--- config.mk ---
export PLATFORM = sky130hd
export DESIGN_NAME = sync_fifo
export DESIGN_NICKNAME = d
export VERILOG_FILES = /design/src/rtl/sync_fifo_pkg.sv /design/src/rtl/sync_fifo_mem.sv /design/src/rtl/sync_fifo.sv
export SDC_FILE = /design/constraint.sdc
export NUM_CORES = 1
export LEC_CHECK = 0
export BUFFER_PORTS_ARGS = -buffer_cell sky130_fd_sc_hd__buf_4
export CAP_MARGIN = 20
export CORE_MARGIN = 3
export CORE_UTILIZATION = 56
export CTS_CLUSTER_SIZE = 12
export DETAILED_ROUTE_END_ITERATION = 8
export PLACE_DENSITY = 0.75
export REMOVE_ABC_BUFFERS = 1
export SLEW_MARGIN = 20
export SYNTH_ARGS = -nofsm -noshare
export SYNTH_HDL_FRONTEND = slang
export SYNTH_HIERARCHICAL = 1
export SYNTH_SLANG_ARGS = --single-unit
--- constraint.sdc ---
create_clock -name clk -period 2.38 [get_ports clk]
set_input_delay 0.238 -clock clk [delete_from_list [all_inputs] [get_ports clk]]
set_output_delay 0.238 -clock clk [all_outputs]
set_load 0.01 [all_outputs]
--- src/rtl/sync_fifo_pkg.sv ---
// -----------------------------------------------------------------------------
// sync_fifo_pkg
//   Shared constants and types for the single-clock FIFO.
//
//   Contents:
//     ADDR_WIDTH_DEF : default log2 of FIFO depth (5 -> 32 entries)
//     DATA_WIDTH_DEF : default data word width (8 bits)
//     DEPTH_DEF      : default number of entries, 2**ADDR_WIDTH_DEF
//     ptr_t          : read/write pointer, one wrap bit above the address bits
//     data_t         : one stored data word
//
//   Optional build macro used by the FIFO: FIFO_ERR_FLAGS_EN.
// -----------------------------------------------------------------------------
package sync_fifo_pkg;

  localparam int unsigned ADDR_WIDTH_DEF = 5;
  localparam int unsigned DATA_WIDTH_DEF = 8;
  localparam int unsigned DEPTH_DEF      = 2 ** ADDR_WIDTH_DEF;

  // The extra MSB separates "same slot, same lap" (empty) from
  // "same slot, one lap apart" (full).
  typedef logic [ADDR_WIDTH_DEF:0]   ptr_t;
  typedef logic [DATA_WIDTH_DEF-1:0] data_t;

endpackage : sync_fifo_pkg

--- src/rtl/sync_fifo_mem.sv ---
// -----------------------------------------------------------------------------
// sync_fifo_mem
//   Simple dual-port storage for sync_fifo: one synchronous write port and
//   one registered read port on the same clock.
//
//   Ports:
//     clk       : clock, all updates on the rising edge
//     rst       : synchronous active-high reset, clears the read register only
//     wr_en_i   : write strobe (already qualified by the FIFO's full check)
//     wr_addr_i : write address
//     wr_data_i : write data
//     rd_en_i   : read strobe (already qualified by the FIFO's empty check)
//     rd_addr_i : read address
//     rd_data_o : registered read data, holds when rd_en_i is low
// -----------------------------------------------------------------------------
module sync_fifo_mem
  import sync_fifo_pkg::*;
#(
  parameter int unsigned ADDR_WIDTH = ADDR_WIDTH_DEF,
  parameter int unsigned DATA_WIDTH = DATA_WIDTH_DEF
) (
  input  logic                  clk,
  input  logic                  rst,
  input  logic                  wr_en_i,
  input  logic [ADDR_WIDTH-1:0] wr_addr_i,
  input  logic [DATA_WIDTH-1:0] wr_data_i,
  input  logic                  rd_en_i,
  input  logic [ADDR_WIDTH-1:0] rd_addr_i,
  output logic [DATA_WIDTH-1:0] rd_data_o
);

  localparam int unsigned DEPTH = 2 ** ADDR_WIDTH;

  logic [DATA_WIDTH-1:0] mem_q [DEPTH];
  logic [DATA_WIDTH-1:0] rd_data_q;

  // NOTE: the storage array has no reset; a reset loop over every word
  // would stop it mapping onto RAM, and stale contents are unreachable
  // once the pointers are cleared.
  always_ff @(posedge clk) begin
    if (wr_en_i) begin
      mem_q[wr_addr_i] <= wr_data_i;
    end
  end

  // The read register does reset, so data_out is a known 0 after reset,
  // and it keeps its value whenever no read is accepted.
  always_ff @(posedge clk) begin
    if (rst) begin
      rd_data_q <= '0;
    end else if (rd_en_i) begin
      rd_data_q <= mem_q[rd_addr_i];
    end
  end

  assign rd_data_o = rd_data_q;

endmodule : sync_fifo_mem

--- src/rtl/sync_fifo.sv ---
// -----------------------------------------------------------------------------
// sync_fifo
//   Single-clock first-in first-out buffer of 2**ADDR_WIDTH words of
//   DATA_WIDTH bits. Writes to a full FIFO and reads from an empty FIFO are
//   ignored. Read data is registered (one cycle latency).
//
//   Ports:
//     clk            : clock, all state updates on the rising edge
//     rst            : synchronous active-high reset, priority over all else
//     data_in        : write data
//     Wr_enable      : write request, accepted when not full
//     Read_enable    : read request, accepted when not empty
//     data_out       : registered read data, holds when no read is accepted
//     empty_flag     : FIFO holds 0 entries
//     full_flag      : FIFO holds 2**ADDR_WIDTH entries
//   With FIFO_ERR_FLAGS_EN defined, additionally:
//     overflow_flag  : sticky, set by a write request while full
//     underflow_flag : sticky, set by a read request while empty
// -----------------------------------------------------------------------------
module sync_fifo
  import sync_fifo_pkg::*;
#(
  parameter int unsigned ADDR_WIDTH = ADDR_WIDTH_DEF,
  parameter int unsigned DATA_WIDTH = DATA_WIDTH_DEF
) (
  input  logic                  clk,
  input  logic                  rst,
  input  logic [DATA_WIDTH-1:0] data_in,
  input  logic                  Wr_enable,
  input  logic                  Read_enable,
  output logic [DATA_WIDTH-1:0] data_out,
  output logic                  empty_flag,
  output logic                  full_flag
`ifdef FIFO_ERR_FLAGS_EN
  ,
  output logic                  overflow_flag,
  output logic                  underflow_flag
`endif
);

  localparam logic [ADDR_WIDTH:0] PTR_ONE = {{ADDR_WIDTH{1'b0}}, 1'b1};

  logic [ADDR_WIDTH:0] wr_ptr_q, wr_ptr_d;
  logic [ADDR_WIDTH:0] rd_ptr_q, rd_ptr_d;
  logic                wr_accept;
  logic                rd_accept;

  // Flags come straight from the registered pointers, so they reflect an
  // accepted access in the cycle after its edge.
  assign empty_flag = (wr_ptr_q == rd_ptr_q);
  assign full_flag  = (wr_ptr_q[ADDR_WIDTH-1:0] == rd_ptr_q[ADDR_WIDTH-1:0]) &&
                      (wr_ptr_q[ADDR_WIDTH] != rd_ptr_q[ADDR_WIDTH]);

  // Each side is judged on the pre-edge flags only: when full only the read
  // can go, when empty only the write can go (no fall-through).
  assign wr_accept = Wr_enable   & ~full_flag;
  assign rd_accept = Read_enable & ~empty_flag;

  // NOTE: next-state values get a default first so no path leaves them
  // unassigned, which would otherwise infer a latch.
  always_comb begin
    wr_ptr_d = wr_ptr_q;
    rd_ptr_d = rd_ptr_q;
    if (wr_accept) begin
      wr_ptr_d = wr_ptr_q + PTR_ONE;
    end
    if (rd_accept) begin
      rd_ptr_d = rd_ptr_q + PTR_ONE;
    end
  end

  // NOTE: state registers use non-blocking assignments so every flop
  // samples pre-edge values regardless of block evaluation order.
  always_ff @(posedge clk) begin
    if (rst) begin
      wr_ptr_q <= '0;
      rd_ptr_q <= '0;
    end else begin
      wr_ptr_q <= wr_ptr_d;
      rd_ptr_q <= rd_ptr_d;
    end
  end

  // Reads and writes never touch the same slot in one cycle: equal low
  // address bits mean either empty (read blocked) or full (write blocked).
  sync_fifo_mem #(
    .ADDR_WIDTH (ADDR_WIDTH),
    .DATA_WIDTH (DATA_WIDTH)
  ) u_mem (
    .clk       (clk),
    .rst       (rst),
    .wr_en_i   (wr_accept),
    .wr_addr_i (wr_ptr_q[ADDR_WIDTH-1:0]),
    .wr_data_i (data_in),
    .rd_en_i   (rd_accept),
    .rd_addr_i (rd_ptr_q[ADDR_WIDTH-1:0]),
    .rd_data_o (data_out)
  );

`ifdef FIFO_ERR_FLAGS_EN
  logic overflow_q;
  logic underflow_q;

  // Sticky error indications; only reset clears them.
  always_ff @(posedge clk) begin
    if (rst) begin
      overflow_q  <= 1'b0;
      underflow_q <= 1'b0;
    end else begin
      if (Wr_enable && full_flag) begin
        overflow_q <= 1'b1;
      end
      if (Read_enable && empty_flag) begin
        underflow_q <= 1'b1;
      end
    end
  end

  assign overflow_flag  = overflow_q;
  assign underflow_flag = underflow_q;
`endif

endmodule : sync_fifo

# Word level (Yosys, flattened, before mapping)
# Memories as Yosys holds them, arrays and structs flattened. A register that Yosys moved wholly into a read port is not among the register bits.
# Cells that the tools add are included.
# word_totals
register_bits	12
ramBits	256
in_bits	12
wordCells	15
memories	1
# mem_list
name	words	width	rd	rd_clocked_by_memory_dff	wr	line_no	text
u_mem.mem_q	32	8	1	1	1	sync_fifo_mem.sv:34	logic [DATA_WIDTH-1:0] mem_q [DEPTH];
# op_classes
addsub	2
eq_ne	3
mux	2
n_bitwise	4
reduce_logical	1
# op_table
op	count
$add A6 B1 Y6 const B	2
$eq A6 B6 Y1	1
$eq A5 B5 Y1	1
$and A1 B1 Y1	2
$mux W1	2
$not A1 Y1	2
$logic_and A1 B1 Y1	1
$ne A1 B1 Y1	1

# Longest topological paths before layout
# logic_depth
ltp_word	6
mapped_depth	9
depth_no_buf	6

# Hierarchy
# The synthesis kept the hierarchy.
# by_module_without_submodules
mod	n_inst	cells_each	area_each_um2
sync_fifo_mem	1	601	10382.5
sync_fifo	1	78	683.2

# Least setup slack after synthesis
# OpenSTA, ideal clock, no wires.
# synth_timing
path_kind	reg2reg
from	register wr_ptr_q[3]
to	memory u_mem/mem_q[28][0] in the netlist's numbering, enable pin
setup_ps	370
arrival_ps	2063
path_slack_ps	-53
path_stages_with_launch	8
period_less_slack_ps	2433
path_cell_list	dfxtp_1 xnor2_1 nand4_2 nor3_2 nor2_2 or3b_2 clkbuf_1 nor2_1
# synth_via
elab_chain_len	6
# synth_lines
item	line_no	text
from (decl)	sync_fifo.sv:43	logic [ADDR_WIDTH:0] wr_ptr_q, wr_ptr_d;
from (signal assigned)	sync_fifo.sv:79	wr_ptr_q <= wr_ptr_d;
$eq A5 B5 Y1	sync_fifo.sv:51	assign full_flag = (wr_ptr_q[ADDR_WIDTH-1:0] == rd_ptr_q[ADDR_WIDTH-1:0]) &&
$logic_and A1 B1 Y1	sync_fifo.sv:51	
via full_flag	sync_fifo.sv:33	output logic full_flag
$not A1 Y1	sync_fifo.sv:56	assign wr_accept = Wr_enable & ~full_flag;
$and A1 B1 Y1	sync_fifo.sv:56	
via wr_accept	sync_fifo.sv:45	logic wr_accept;
$mux W1	sync_fifo_mem.sv:41	if (wr_en_i) begin
$mux W1 (not written as such)	sync_fifo_mem.sv:42	mem_q[wr_addr_i] <= wr_data_i;
to (decl)	sync_fifo_mem.sv:34	
# The timed path passes the listed nets, and every way through them passes these cells.

# Final worst setup path
# layout_timing
from	register rd_ptr_q[1]
to	memory u_mem/mem_q[6][5] in the netlist's numbering, enable pin
# layout_via
elab_chain_len	6
# layout_lines
item	line_no	text
from (decl)	sync_fifo.sv:44	logic [ADDR_WIDTH:0] rd_ptr_q, rd_ptr_d;
from (signal assigned)	sync_fifo.sv:80	rd_ptr_q <= rd_ptr_d;
$eq A5 B5 Y1	sync_fifo.sv:51	
$logic_and A1 B1 Y1	sync_fifo.sv:51	
$not A1 Y1	sync_fifo.sv:56	
$and A1 B1 Y1	sync_fifo.sv:56	
via wr_accept	sync_fifo.sv:45	
$mux W1	sync_fifo_mem.sv:41	
$mux W1 (not written as such)	sync_fifo_mem.sv:42	
# The timed path passes the listed nets, and every way through them passes these cells.

==> out/qor.yml <==
run_status:
  status: "finished clean"
synthesis:
  yosys_warnings: 6
  synth_top_area_frac: 0.695
  seq_area_frac_synth: 0.731
  synthDistinctLibCells: 38
  muxShareOfSynthArea: 0.118
  synth_compound_area_frac: 0.0717
  synthXorXnorAreaFrac: 0.0103
  synth_area_um2: 11100
  synth_edf_count: 256
  netlist_top_cells_area: "edfxtp_1, mux2i_1, a22oi_1, dfxtp_1, a21oi_1"
  synthFlopType: "edfxtp_1"
  synth_top_area_cell: "edfxtp_1"
  syn_avg_cell_area_um2: 16.3
  synth_top_family_by_area: "multiplexers"
  async_flop_share: 0
  syn_inst: 679
  synth-adder-area-share: 0.00226
  synthSimpleGateAreaFrac: 0.0464
  synth-seq-cells: 276
  synth_top_cells_by_count: "edfxtp_1, mux2i_1, a22oi_1, nor2_1, a21oi_1"
  synth_most_common_cell: "edfxtp_1"
detailed_routing:
  drt_pass1_iterations: 5
  wire_per_inst_um: 23.2
  ant_nets: 0
  via_count: 6374
  dr_wl_met3_um: 1840
  wl_met2_um: 12100
  wl_met1_um: 9600
  drtIter0Drc: 636
  avgViaCountPerCell: 6.14
  routed_wl_um: 24100
  drcViolationCount: 0
  highest_layer: "met4"
pwr:
  irDropWorstVdd_mv: 0.597
  seq_power_share: 0.506
  swShare: 0.231
  leakagePower_uw: 0.00410
  p_sw_uw: 2460
  powerDensity_nw_per_um2: 841
  combPwrFrac: 0.138
  power_uw: 10700
  intPower_uw: 8220
  p_clk_frac: 0.355
die:
  num_rows: 50
  start_util: 0.580
  die_h_um: 147
  fp.dieW_um: 147
  core_area_um2: 19100
  boundaryPins: 22
  die-area_um2: 21500
clocking:
  clk_pin_slew_worst_paths_ns: 0.06
  postCtsHoldBufs: 0
  htree_num_levels: 1
  cts_setup_buffers: 0
  clkLatencyLatePin_ns: 0.52
  cts_buffer_depth: 3
  cts_tree: "built"
  cts.sinks: 276
  root_buffer: "clkbuf_16"
  cts_made_buffers: 27
sta:
  clock_skew_ns: 0.0107
  slew_headroom: 0.549
  min_period_ns: 2.29
  worst_pin_slew_ns: 0.675
  max_freq_mhz: 436
  tns_ns: 0
  drv_slew: 0
  rsz0062_at_grt: "no"
  fin_crit_sh: 0.964
  setup_viol: 0
  finalHoldViolations: 0
worst_setup_path:
  critPathCaptureType: "flip-flop"
  arrival_ns: 2.53
  critPathRequiredTime_ns: 2.61
  r2r-start: "rd_ptr_q[1]$_SDFFE_PP0P_"
  setup.worst_path.start: "rd_ptr_q[1]$_SDFFE_PP0P_"
  r2r-end: "u_mem/mem_q[6][5]$_DFFE_PP_"
  path_max_fanout: 8
  crit_type: "reg2reg"
  reg2reg_slack_ns: 0.09
  startpoint_type: "flip-flop"
  reg2reg_depth: 9
worst_hold_path:
  worst_hold_path.endpoint: "wr_ptr_q[1]$_SDFFE_PP0P_"
  whs_path_depth: 3
  hp-start: "Wr_enable"
  min_path_type: "in2reg"
final_layout:
  nNetsFinal: 773
  layout-drive-gt1-share: 0.172
  diodes: 0
  fin_util: 0.666
  layout.cells.non_filler: 1038
  area_growth_pct: 14.8
global_route:
  overflow: 0
  grt_max_degree: 52
  antenna_found_initial: 0
  grt_pass1_wl_um: 37100
  first_global_vias: 6361
  grt.total_usage: 0.223
run:
  drv_cap: 0
placement:
  hpwl_um: 14900
  dp_cells: 990
  gp_congestion: 0.865
  portBuffers: 21
-- routing by layer --
metal,vias up,track usage
met4,0,0.0616
met2,286,0.377
met3,41,0.0258
li1,2830,-
met1,3217,0.311
met5,-,0
-- stage by stage --
step | setup slack, ns | hold WS (ns) | area (um2)
2_1_floorplan | -3.96 | 0.307 | 10800
3_3_place_gp | 0.134 | 0.491 | 11900
3_5_place_dp | 0.0502 | 0.492 | 11900
4_1_cts | 0.0172 | 0.0339 | 12700
5_1_grt | 0.000860 | 0.0389 | 12700
6_report | 0.0852 | 0.0492 | 12700
-- cells by family after synthesis --
logic type / count (synthesis)
xor gates and xnor gates: 13
and+or+nand+nor: 100
DFF: 276
muxes: 130
AOI/OAI and AO/OA: 118
adders and majority gates: 2
buffers and inverters: 40
-- area by class of cell --
class                   count  area, um2
flip-flops and latches    276       8090
inverters                   2       7.51
well taps                 260        325
multi-input cells         363       2770
fillers                  1260       6370
repair buffers             89        731
clock buffers              48        785
-- how the worst max path moves through the flow --
stage,to,slack (ns),depth (start not counted)
global placement,u_mem/mem_q[28][2]$_DFFE_PP_,0.13,7
CTS,u_mem/mem_q[6][5]$_DFFE_PP_,0.02,8
floorplan,u_mem/mem_q[28][0]$_DFFE_PP_,-3.96,5
detailed placement,u_mem/mem_q[0][2]$_DFFE_PP_,0.05,7
finish,u_mem/mem_q[6][5]$_DFFE_PP_,0.09,9
global route,u_mem/mem_q[6][4]$_DFFE_PP_,0.0009,9
-- power by group through the flow --
stage	Sequential (uW)	Clock (uW)	Combinational (uW)
after CTS	5410	3850	1470
after global placement	5510	0	1430
after global routing	5410	4080	1560
final	5410	3800	1480
after detailed placement	5510	0	1460
after floorplan	5730	0	943
-- flip-flops by register name, indices dropped and copies added (netlist names) --
name             flops
wr_ptr_q             6
u_mem/mem_q        256
u_mem/rd_data_o      8
rd_ptr_q             6
-- repair_timing --
| item | 4_1_cts | 5_1_grt |
|---|---|---|
| endpoints found under the setup margin | 0 | 103 |
| endpoints found under the hold margin | 0 | 0 |
| resized for setup | 0 | 2 |
-- placed cells by master, fill, tap and decap left out, types with 3 or more instances in the layout --
| cell | instances |
|---|---|
| edfxtp_1 | 256 |
| mux2i_1 | 129 |
| buf_4 | 84 |
| a22oi_1 | 64 |
| nor2_1 | 51 |
| a21oi_1 | 40 |
| clkbuf_16 | 27 |
| clkbuf_1 | 18 |
| dfxtp_1 | 18 |
| xnor2_1 | 11 |
| or4_1 | 9 |
| a211oi_1 | 8 |
| nand2_1 | 6 |
| nand3b_1 | 6 |
| nand3_1 | 6 |
| buf_12 | 5 |
| nand4_1 | 3 |
| clkbuf_8 | 3 |
-- worst max-delay path, stage by stage (launching register included) --
cell and delay, ns:
dfxtp_1 0.31, buf_4 0.17, xnor2_1 0.15, nand4_2 0.12
nor3_2 0.06, nor2_2 0.21, nand3b_1 0.33, buf_4 0.28
nor2_1 0.19, buf_4 0.18
(Power assumes the default switching activity.)
